<file path="config.mk">
export PLATFORM = sky130hd
export DESIGN_NAME = roce_dma_wr_splitter
export DESIGN_NICKNAME = d
export VERILOG_FILES = /design/src/rtl/roce_dma_pkg.sv /design/src/rtl/roce_chunk_calc.sv /design/src/rtl/roce_dma_wr_splitter.sv
export SDC_FILE = /design/constraint.sdc
export NUM_CORES = 1
export LEC_CHECK = 0
export BUFFER_PORTS_ARGS = -buffer_cell sky130_fd_sc_hd__buf_2
export CORE_AREA = 2 2 551 553
export DETAILED_ROUTE_END_ITERATION = 10
export DIE_AREA = 0 0 553 555
export MAX_ROUTING_LAYER = met4
export PLACE_DENSITY = 0.3
export SKIP_LAST_GASP = 1
export SLEW_MARGIN = 40
export SYNTH_ARGS = -nofsm -noshare
export SYNTH_HDL_FRONTEND = slang
export SYNTH_HIERARCHICAL = 1
export SYNTH_SLANG_ARGS = --single-unit
</file>
<file path="constraint.sdc">
create_clock -name net_clk -period 7.9 [get_ports net_clk]
set_input_delay 1.58 -clock net_clk [delete_from_list [all_inputs] [get_ports net_clk]]
set_output_delay 1.58 -clock net_clk [all_outputs]
set_load 0.05 [all_outputs]
</file>
<file path="src/rtl/roce_dma_pkg.sv">
// Shared types and constants for the RoCE-to-DMA write splitter.
package roce_dma_pkg;

  localparam int CMD_W      = 96;
  localparam int DEST_W     = 4;
  localparam int DATA_BYTES = 64;

  typedef struct packed {
    logic [31:0] len;
    logic [63:0] vaddr;
  } dma_cmd_t;

  typedef enum logic [1:0] {
    ST_IDLE,
    ST_CMD,
    ST_DATA,
    ST_DRAIN
  } state_t;

endpackage

</file>
<file path="src/rtl/roce_chunk_calc.sv">
// Combinational chunk sizing: min(remaining, MAX_BYTES) and the beat count it occupies.
// Zero latency; no handshakes.
module roce_chunk_calc #(
  parameter int MAX_BYTES  = 4096,
  parameter int DATA_BYTES = 64,
  parameter int BEAT_W     = 7
) (
  input  logic [31:0]       remaining,
  output logic [31:0]       chunk_len,
  output logic [BEAT_W-1:0] chunk_beats
);

  localparam logic [31:0] MAX_LEN = 32'(MAX_BYTES);
  localparam int          SHIFT   = $clog2(DATA_BYTES);

  always_comb begin
    chunk_len   = (remaining > MAX_LEN) ? MAX_LEN : remaining;
    // chunk_len never exceeds MAX_BYTES, so the beat count fits in BEAT_W bits
    chunk_beats = BEAT_W'((chunk_len + 32'(DATA_BYTES - 1)) >> SHIFT);
  end

endmodule

</file>
<file path="src/rtl/roce_dma_wr_splitter.sv">
// Splits RoCE write commands into <=MAX_BYTES DMA commands, marks chunk ends with last, polices length.
// Cmd accept -> DMA cmd next cycle; data is zero-latency pass-through in DATA; ready follows DMA ready.
module roce_dma_wr_splitter
  import roce_dma_pkg::*;
#(
  parameter int MAX_BYTES  = 4096,
  parameter int DATA_BYTES = 64
) (
  input  logic                    net_clk,
  input  logic                    net_reset,

  input  logic                    s_axis_wr_cmd_valid,
  output logic                    s_axis_wr_cmd_ready,
  input  logic [CMD_W-1:0]        s_axis_wr_cmd_data,
  input  logic [DEST_W-1:0]       s_axis_wr_cmd_dest,

  input  logic                    s_axis_wr_data_valid,
  output logic                    s_axis_wr_data_ready,
  input  logic [DATA_BYTES*8-1:0] s_axis_wr_data_data,
  input  logic [DATA_BYTES-1:0]   s_axis_wr_data_keep,
  input  logic                    s_axis_wr_data_last,
  input  logic [DEST_W-1:0]       s_axis_wr_data_dest,

  output logic                    m_axis_dma_wr_cmd_valid,
  input  logic                    m_axis_dma_wr_cmd_ready,
  output logic [CMD_W-1:0]        m_axis_dma_wr_cmd_data,
  output logic [DEST_W-1:0]       m_axis_dma_wr_cmd_dest,

  output logic                    m_axis_dma_wr_data_valid,
  input  logic                    m_axis_dma_wr_data_ready,
  output logic [DATA_BYTES*8-1:0] m_axis_dma_wr_data_data,
  output logic [DATA_BYTES-1:0]   m_axis_dma_wr_data_keep,
  output logic                    m_axis_dma_wr_data_last,
  output logic [DEST_W-1:0]       m_axis_dma_wr_data_dest,

  output logic [31:0]             len_err_count_data,
  output logic                    len_err_count_valid
);

  localparam int BEAT_W = $clog2(MAX_BYTES / DATA_BYTES) + 1;

  state_t            state, state_nxt;
  logic [63:0]       addr;
  logic [31:0]       remaining;
  logic [BEAT_W-1:0] chunk_beats_left;
  logic [DEST_W-1:0] dest;
  logic [31:0]       err_cnt;
  logic              err_vld;

  dma_cmd_t          in_cmd;
  dma_cmd_t          out_cmd;
  logic [31:0]       chunk_len;
  logic [BEAT_W-1:0] chunk_beats;
  logic [31:0]       rem_after;
  logic              chunk_end;
  logic              data_hs;
  logic              load_cmd, load_chunk, beat_taken, chunk_done, err_inc;
  logic              unused_data_dest;

  roce_chunk_calc #(
    .MAX_BYTES  (MAX_BYTES),
    .DATA_BYTES (DATA_BYTES),
    .BEAT_W     (BEAT_W)
  ) u_chunk_calc (
    .remaining   (remaining),
    .chunk_len   (chunk_len),
    .chunk_beats (chunk_beats)
  );

  assign in_cmd           = dma_cmd_t'(s_axis_wr_cmd_data);
  assign rem_after        = remaining - chunk_len;
  assign chunk_end        = (chunk_beats_left == BEAT_W'(1));
  assign data_hs          = s_axis_wr_data_valid && s_axis_wr_data_ready;
  // Input-side dest is superseded by the dest latched from the command.
  assign unused_data_dest = ^s_axis_wr_data_dest;

  always_comb begin
    out_cmd.len   = chunk_len;
    out_cmd.vaddr = addr;
  end

  assign m_axis_dma_wr_cmd_data  = out_cmd;
  assign m_axis_dma_wr_cmd_dest  = dest;
  assign m_axis_dma_wr_data_data = s_axis_wr_data_data;
  assign m_axis_dma_wr_data_keep = s_axis_wr_data_keep;
  assign m_axis_dma_wr_data_dest = dest;

  assign len_err_count_data  = err_cnt;
  assign len_err_count_valid = err_vld;

  always_ff @(posedge net_clk) begin
    if (net_reset) begin
      state <= ST_IDLE;
    end else begin
      state <= state_nxt;
    end
  end

  always_comb begin
    state_nxt                = state;
    s_axis_wr_cmd_ready      = 1'b0;
    s_axis_wr_data_ready     = 1'b0;
    m_axis_dma_wr_cmd_valid  = 1'b0;
    m_axis_dma_wr_data_valid = 1'b0;
    m_axis_dma_wr_data_last  = 1'b0;
    load_cmd                 = 1'b0;
    load_chunk               = 1'b0;
    beat_taken               = 1'b0;
    chunk_done               = 1'b0;
    err_inc                  = 1'b0;

    unique case (state)
      ST_IDLE: begin
        s_axis_wr_cmd_ready = 1'b1;
        if (s_axis_wr_cmd_valid) begin
          if (in_cmd.len != 32'd0) begin
            load_cmd  = 1'b1;
            state_nxt = ST_CMD;
          end else begin
            err_inc   = 1'b1;
            state_nxt = ST_DRAIN;
          end
        end
      end

      ST_CMD: begin
        m_axis_dma_wr_cmd_valid = 1'b1;
        if (m_axis_dma_wr_cmd_ready) begin
          load_chunk = 1'b1;
          state_nxt  = ST_DATA;
        end
      end

      ST_DATA: begin
        m_axis_dma_wr_data_valid = s_axis_wr_data_valid;
        s_axis_wr_data_ready     = m_axis_dma_wr_data_ready;
        m_axis_dma_wr_data_last  = chunk_end || s_axis_wr_data_last;
        if (data_hs) begin
          beat_taken = 1'b1;
          if (chunk_end) begin
            chunk_done = 1'b1;
            if (rem_after == 32'd0) begin
              if (s_axis_wr_data_last) begin
                state_nxt = ST_IDLE;
              end else begin
                err_inc   = 1'b1;
                state_nxt = ST_DRAIN;
              end
            end else if (s_axis_wr_data_last) begin
              // Packet ended on a chunk boundary with chunks still owed: short packet.
              err_inc   = 1'b1;
              state_nxt = ST_IDLE;
            end else begin
              state_nxt = ST_CMD;
            end
          end else if (s_axis_wr_data_last) begin
            err_inc   = 1'b1;
            state_nxt = ST_IDLE;
          end
        end
      end

      ST_DRAIN: begin
        s_axis_wr_data_ready = 1'b1;
        if (s_axis_wr_data_valid && s_axis_wr_data_last) begin
          state_nxt = ST_IDLE;
        end
      end

      default: state_nxt = ST_IDLE;
    endcase

    // Nothing handshakes while reset is held, whatever state is still registered.
    if (net_reset) begin
      s_axis_wr_cmd_ready      = 1'b0;
      s_axis_wr_data_ready     = 1'b0;
      m_axis_dma_wr_cmd_valid  = 1'b0;
      m_axis_dma_wr_data_valid = 1'b0;
      m_axis_dma_wr_data_last  = 1'b0;
      load_cmd                 = 1'b0;
      load_chunk               = 1'b0;
      beat_taken               = 1'b0;
      chunk_done               = 1'b0;
      err_inc                  = 1'b0;
    end
  end

  always_ff @(posedge net_clk) begin
    if (net_reset) begin
      addr             <= '0;
      remaining        <= '0;
      chunk_beats_left <= '0;
      dest             <= '0;
    end else begin
      if (load_cmd) begin
        addr      <= in_cmd.vaddr;
        remaining <= in_cmd.len;
        dest      <= s_axis_wr_cmd_dest;
      end
      if (load_chunk) begin
        chunk_beats_left <= chunk_beats;
      end else if (beat_taken) begin
        chunk_beats_left <= chunk_beats_left - BEAT_W'(1);
      end
      if (chunk_done) begin
        addr      <= addr + 64'(chunk_len);
        remaining <= rem_after;
      end
    end
  end

  always_ff @(posedge net_clk) begin
    if (net_reset) begin
      err_cnt <= '0;
      err_vld <= 1'b0;
    end else begin
      err_vld <= 1'b0;
      if (err_inc && (err_cnt != 32'hFFFF_FFFF)) begin
        err_cnt <= err_cnt + 32'd1;
        err_vld <= 1'b1;
      end
    end
  end

endmodule

</file>
==> summary.txt <==
Outcome
  • Result of the run: completed

Global routing
  • Pin count of the biggest net entering global routing: around 100
  • GRT Total Usage: 0.103
  • Remaining global-route overflow: 0
  • First-pass GRT wire length: about 190000 microns
  • Number of antenna violations at the first check in global routing: just under 70
  • Via count of the first global-routing pass: 13700

Setup path
  • CP Max Fanout: 8
  • Critical Path Sink: len_err_count_data[10]
  • Startpoint of the most critical register-to-register path: remaining[26]
  • Worst-case reg-to-reg path depth: 25
  • Data arrival time of the worst path: 7810 ps
  • Slack of the worst reg-to-reg path: ~560 ps
  • Endpoint of the lowest-slack register-to-register path: len_err_count_data[10]
  • Crit start category: flip-flop
  • Critical setup path kind: flip-flop to flip-flop
  • Critical Path End Type: flip-flop
  • Critical Path Start: remaining[26]
  • Critical path data required time: approximately 8400 ps

Layout
  • Final standard cell utilization of the core: 0.0600
  • Number of filler instances in the final layout: 35800
  • Total area of sequential cells: about 0.0028 sq mm
  • Net count, final: 2490
  • Fraction of layout instances using a drive strength above 1: 0.198
  • Multi-input logic area: just under 0.008 sq mm
  • Area delta synth->final: 15.5%

Placed design
  • Count of port buffers added during placement: between 200 and 250
  • HPWL after DPL: 141000 microns
  • Post-placement worst setup slack: about 330 ps
  • Routability congestion estimate: between 0.7 and 0.8

Clocking
  • Root cell of the clock tree: sky130_fd_sc_hd__clkbuf_16
  • Register clock-pin slew on the reported worst setup and hold paths: approximately 100 ps
  • Number of H-tree levels: 4
  • Hold-fix buffers at CTS: 0
  • Maximum clock path buffer count: 2
  • Sink count of the clock tree: 142
  • Clock latency on the worst-skew pair: approximately 550 ps
  • Number of buffers created by CTS: 17
  • Clock tree from TritonCTS: done
  • Post-CTS setup buffer count: 0
  • PostCTS Resize Cnt: 0

Timing
  • Worst clock skew: between 20 and 30 ps
  • Minimum period implied by the final worst setup slack: between 7000 and 8000 ps
  • Min setup slack post-route: ~560 ps
  • Tightest Pin Transition: between 800 and 900 ps
  • Number of pins with negative max-slew slack in the final report: 0
  • Summed negative setup slack over all endpoints: 0 ps
  • Final critical-path share of the clock period: 0.929
  • Setup repair after global routing missed its margin: no
  • Final hold viol count: 0
  • Final setup violation count: 0
  • Highest Clock Rate: between 100 and 150 MHz
  • Max-Slew Margin vs Limit: 0.426

Synth
  • Total of warnings raised by yosys: 6
  • Main synth FF type: sky130_fd_sc_hd__dfxtp_1
  • Portion of the post-synthesis area used by sequential elements: 0.182
  • Synth Instances: roughly 2100
  • Number of flops mapped to enable cells by yosys: 0
  • Yosys reg bits: around 140
  • Mean instance size in the synthesized netlist: 7.41 sq um
  • Post-synth cell types: 91
  • Post-synth ARST share: 0
  • Post-Syn Area: 0.0157 sq mm

Die
  • Starting density of the core: 0.0520
  • Row Count: between 200 and 250
  • Number of I/O pins: 1405
  • Core footprint: 0.301 sq mm
  • Die Span Y: 555 microns
  • Overall die area: slightly above 0.3 sq mm
  • Die Wd: roughly 550 microns

Route
  • Detailed Routing Iterations Pass 1: 5
  • Post-Route WL: 158000 microns
  • Routed vias: about 14000
  • Remaining DRCs: 0
  • Count of antenna-violating nets left after detailed routing: 0
  • Wire length per cell after detailed routing: 27.6 microns
  • Average vias per placed instance: between 2 and 2.5
  • Initial DRC count: between 700 and 800

Min path
  • Worst hold path type: flip-flop to flip-flop

Flow run
  • Total of max-cap violations: 0

Power
  • Total leakage power: approximately 5.8 nW
  • Pwr Density: roughly 190 mW/mm^2
  • VDD IR max: between 0.09 and 0.1 mV
## cells by family (layout without fill, tap and decap cells)
family | after synthesis | after routing | synth area share
other | 1 | 34 | 0.000240
AO/OA/AOI/OAI | 435 | 435 | 0.191
multiplexers | 10 | 10 | 0.00664
flip-flops | 142 | 142 | 0.182
AND/OR/NAND/NOR | 612 | 612 | 0.192
adder cells (fa/ha/maj) | 69 | 69 | 0.0561
buffers and inverters | 761 | 379 | 0.327
XOR/XNOR | 81 | 81 | 0.0453
## cell usage in the layout, fill, tap and decap left out, types with 11 or more instances in the layout
| cell type | count |
|---|---|
| sky130_fd_sc_hd__a221oi_1 | 11 |
| sky130_fd_sc_hd__nor4_1 | 30 |
| sky130_fd_sc_hd__o21ai_0 | 60 |
| sky130_fd_sc_hd__or3_1 | 16 |
| sky130_fd_sc_hd__xnor2_1 | 43 |
| sky130_fd_sc_hd__nand2_1 | 177 |
| sky130_fd_sc_hd__o211ai_1 | 17 |
| sky130_fd_sc_hd__dfxtp_1 | 142 |
| sky130_fd_sc_hd__a311oi_1 | 22 |
| sky130_fd_sc_hd__o311ai_0 | 13 |
| sky130_fd_sc_hd__nand3_1 | 49 |
| sky130_fd_sc_hd__clkbuf_16 | 17 |
| sky130_fd_sc_hd__a21oi_1 | 110 |
| sky130_fd_sc_hd__nor3_1 | 41 |
| sky130_fd_sc_hd__inv_1 | 78 |
| sky130_fd_sc_hd__or4_1 | 11 |
| sky130_fd_sc_hd__xor2_1 | 38 |
| sky130_fd_sc_hd__and3_1 | 31 |
| sky130_fd_sc_hd__nor2_1 | 139 |
| sky130_fd_sc_hd__o21a_1 | 18 |
| sky130_fd_sc_hd__a21o_1 | 30 |
| sky130_fd_sc_hd__nand4_1 | 29 |
| sky130_fd_sc_hd__a211oi_1 | 25 |
| sky130_fd_sc_hd__buf_2 | 228 |
| sky130_fd_sc_hd__ha_1 | 67 |
| sky130_fd_sc_hd__buf_4 | 37 |
| sky130_fd_sc_hd__conb_1 | 19 |
| sky130_fd_sc_hd__and2_1 | 28 |
| sky130_fd_sc_hd__a22oi_1 | 31 |
| sky130_fd_sc_hd__a31oi_1 | 24 |
| sky130_fd_sc_hd__diode_2 | 15 |
## synth_stat cells (all sizes together) (10+ instances only)
cell,n,share of area
a21oi,112,0.036
o21ai,61,0.020
and3,31,0.012
or4,12,0.0058
a211oi,27,0.013
or3,18,0.0076
buf,609,0.29
and2,29,0.012
o21a,18,0.0086
nand4,29,0.012
xnor2,43,0.024
dfxtp,142,0.18
nand3,49,0.016
a21o,30,0.014
o211ai,18,0.0090
o311ai,13,0.0073
nor2,143,0.034
a221oi,11,0.0062
a311oi,22,0.012
a22oi,31,0.015
nor3,42,0.013
xor2,38,0.021
inv,78,0.019
clkbuf,73,0.018
or2,10,0.0042
nand2,178,0.043
a31oi,24,0.0096
nor4,33,0.014
ha,67,0.054
## metal layers
layer / part of all wire / routed length [microns] / global-route usage / vias up
met1: 0.21 / 32900 / 0.0579 / 6189
met2: 0.50 / 79600 / 0.180 / 1119
met4: 0.064 / 10200 / 0.0558 / 0
li1: - / - / - / 6024
met3: 0.23 / 35700 / 0.103 / 521
met5: 0 / 0 / - / -
## per-stage QoR
step	instance area (sq um)	power [mW]	hold slack [ps]	instances
after floorplan	15700	2.70	481	2129
after global placement	17400	2.49	462	5693
after detailed placement	17400	2.48	474	5693
after CTS	18000	3.49	487	5725
after global routing	18100	3.65	536	5740
final	18100	3.42	490	5740
## area by class of cell
type / instances / area share
Antenna cell: 15 / 0.00208
Clock buffer: 22 / 0.0262
Clock inverter: 10 / 0.00754
Inverter: 79 / 0.0164
Multi-Input combinational cell: 1226 / 0.434
Sequential cell: 142 / 0.157
Tap cell: 3978 / 0.275
Timing Repair Buffer: 268 / 0.0818
## critical path, stage by stage (launching register included)
cell,delay (ps)
sky130_fd_sc_hd__dfxtp_1,350
sky130_fd_sc_hd__nor4_2,440
sky130_fd_sc_hd__nand2_1,170
sky130_fd_sc_hd__nor3_1,380
sky130_fd_sc_hd__buf_4,230
sky130_fd_sc_hd__and2_1,140
sky130_fd_sc_hd__inv_1,50
sky130_fd_sc_hd__ha_1,360
sky130_fd_sc_hd__o21ai_0,130
sky130_fd_sc_hd__a21oi_2,370
sky130_fd_sc_hd__o21ai_2,120
sky130_fd_sc_hd__xnor2_1,160
sky130_fd_sc_hd__or4_1,570
sky130_fd_sc_hd__or4_1,480
sky130_fd_sc_hd__nor4_1,330
sky130_fd_sc_hd__nand4_1,250
sky130_fd_sc_hd__a2111oi_4,450
sky130_fd_sc_hd__buf_4,190
sky130_fd_sc_hd__ha_1,220
sky130_fd_sc_hd__a211oi_1,300
sky130_fd_sc_hd__o21ai_0,200
sky130_fd_sc_hd__buf_4,200
sky130_fd_sc_hd__a311o_1,500
sky130_fd_sc_hd__buf_4,220
sky130_fd_sc_hd__or3_1,300
sky130_fd_sc_hd__a21oi_1,140
## where the power goes
part           internal [mW]  total (mW)  leakage, nW  switching (mW)
Sequential             0.792       0.899         1.15           0.107
Combinational          0.481        1.56         4.39            1.08
Clock                  0.520       0.956        0.292           0.436
## flip-flops by register name, indices dropped and copies added (netlist names)
signal                  cells
addr                       64
len_err_count_data         32
remaining                  32
chunk_beats_left            7
m_axis_dma_wr_cmd_dest      4
state                       2
len_err_count_valid         1
## how the worst min path moves through the flow
stage                     cells past startpoint                         to                      start
after CTS                                     2  m_axis_dma_wr_cmd_dest[2]  m_axis_dma_wr_cmd_dest[2]
after global placement                        2  m_axis_dma_wr_cmd_dest[0]  m_axis_dma_wr_cmd_dest[0]
final                                         2  m_axis_dma_wr_cmd_dest[1]  m_axis_dma_wr_cmd_dest[1]
after floorplan                               2               remaining[0]               remaining[0]
after detailed placement                      2  m_axis_dma_wr_cmd_dest[2]  m_axis_dma_wr_cmd_dest[2]
after global routing                          2  m_axis_dma_wr_cmd_dest[3]  m_axis_dma_wr_cmd_dest[3]
Note: power is estimated with default switching activity, not from simulation.
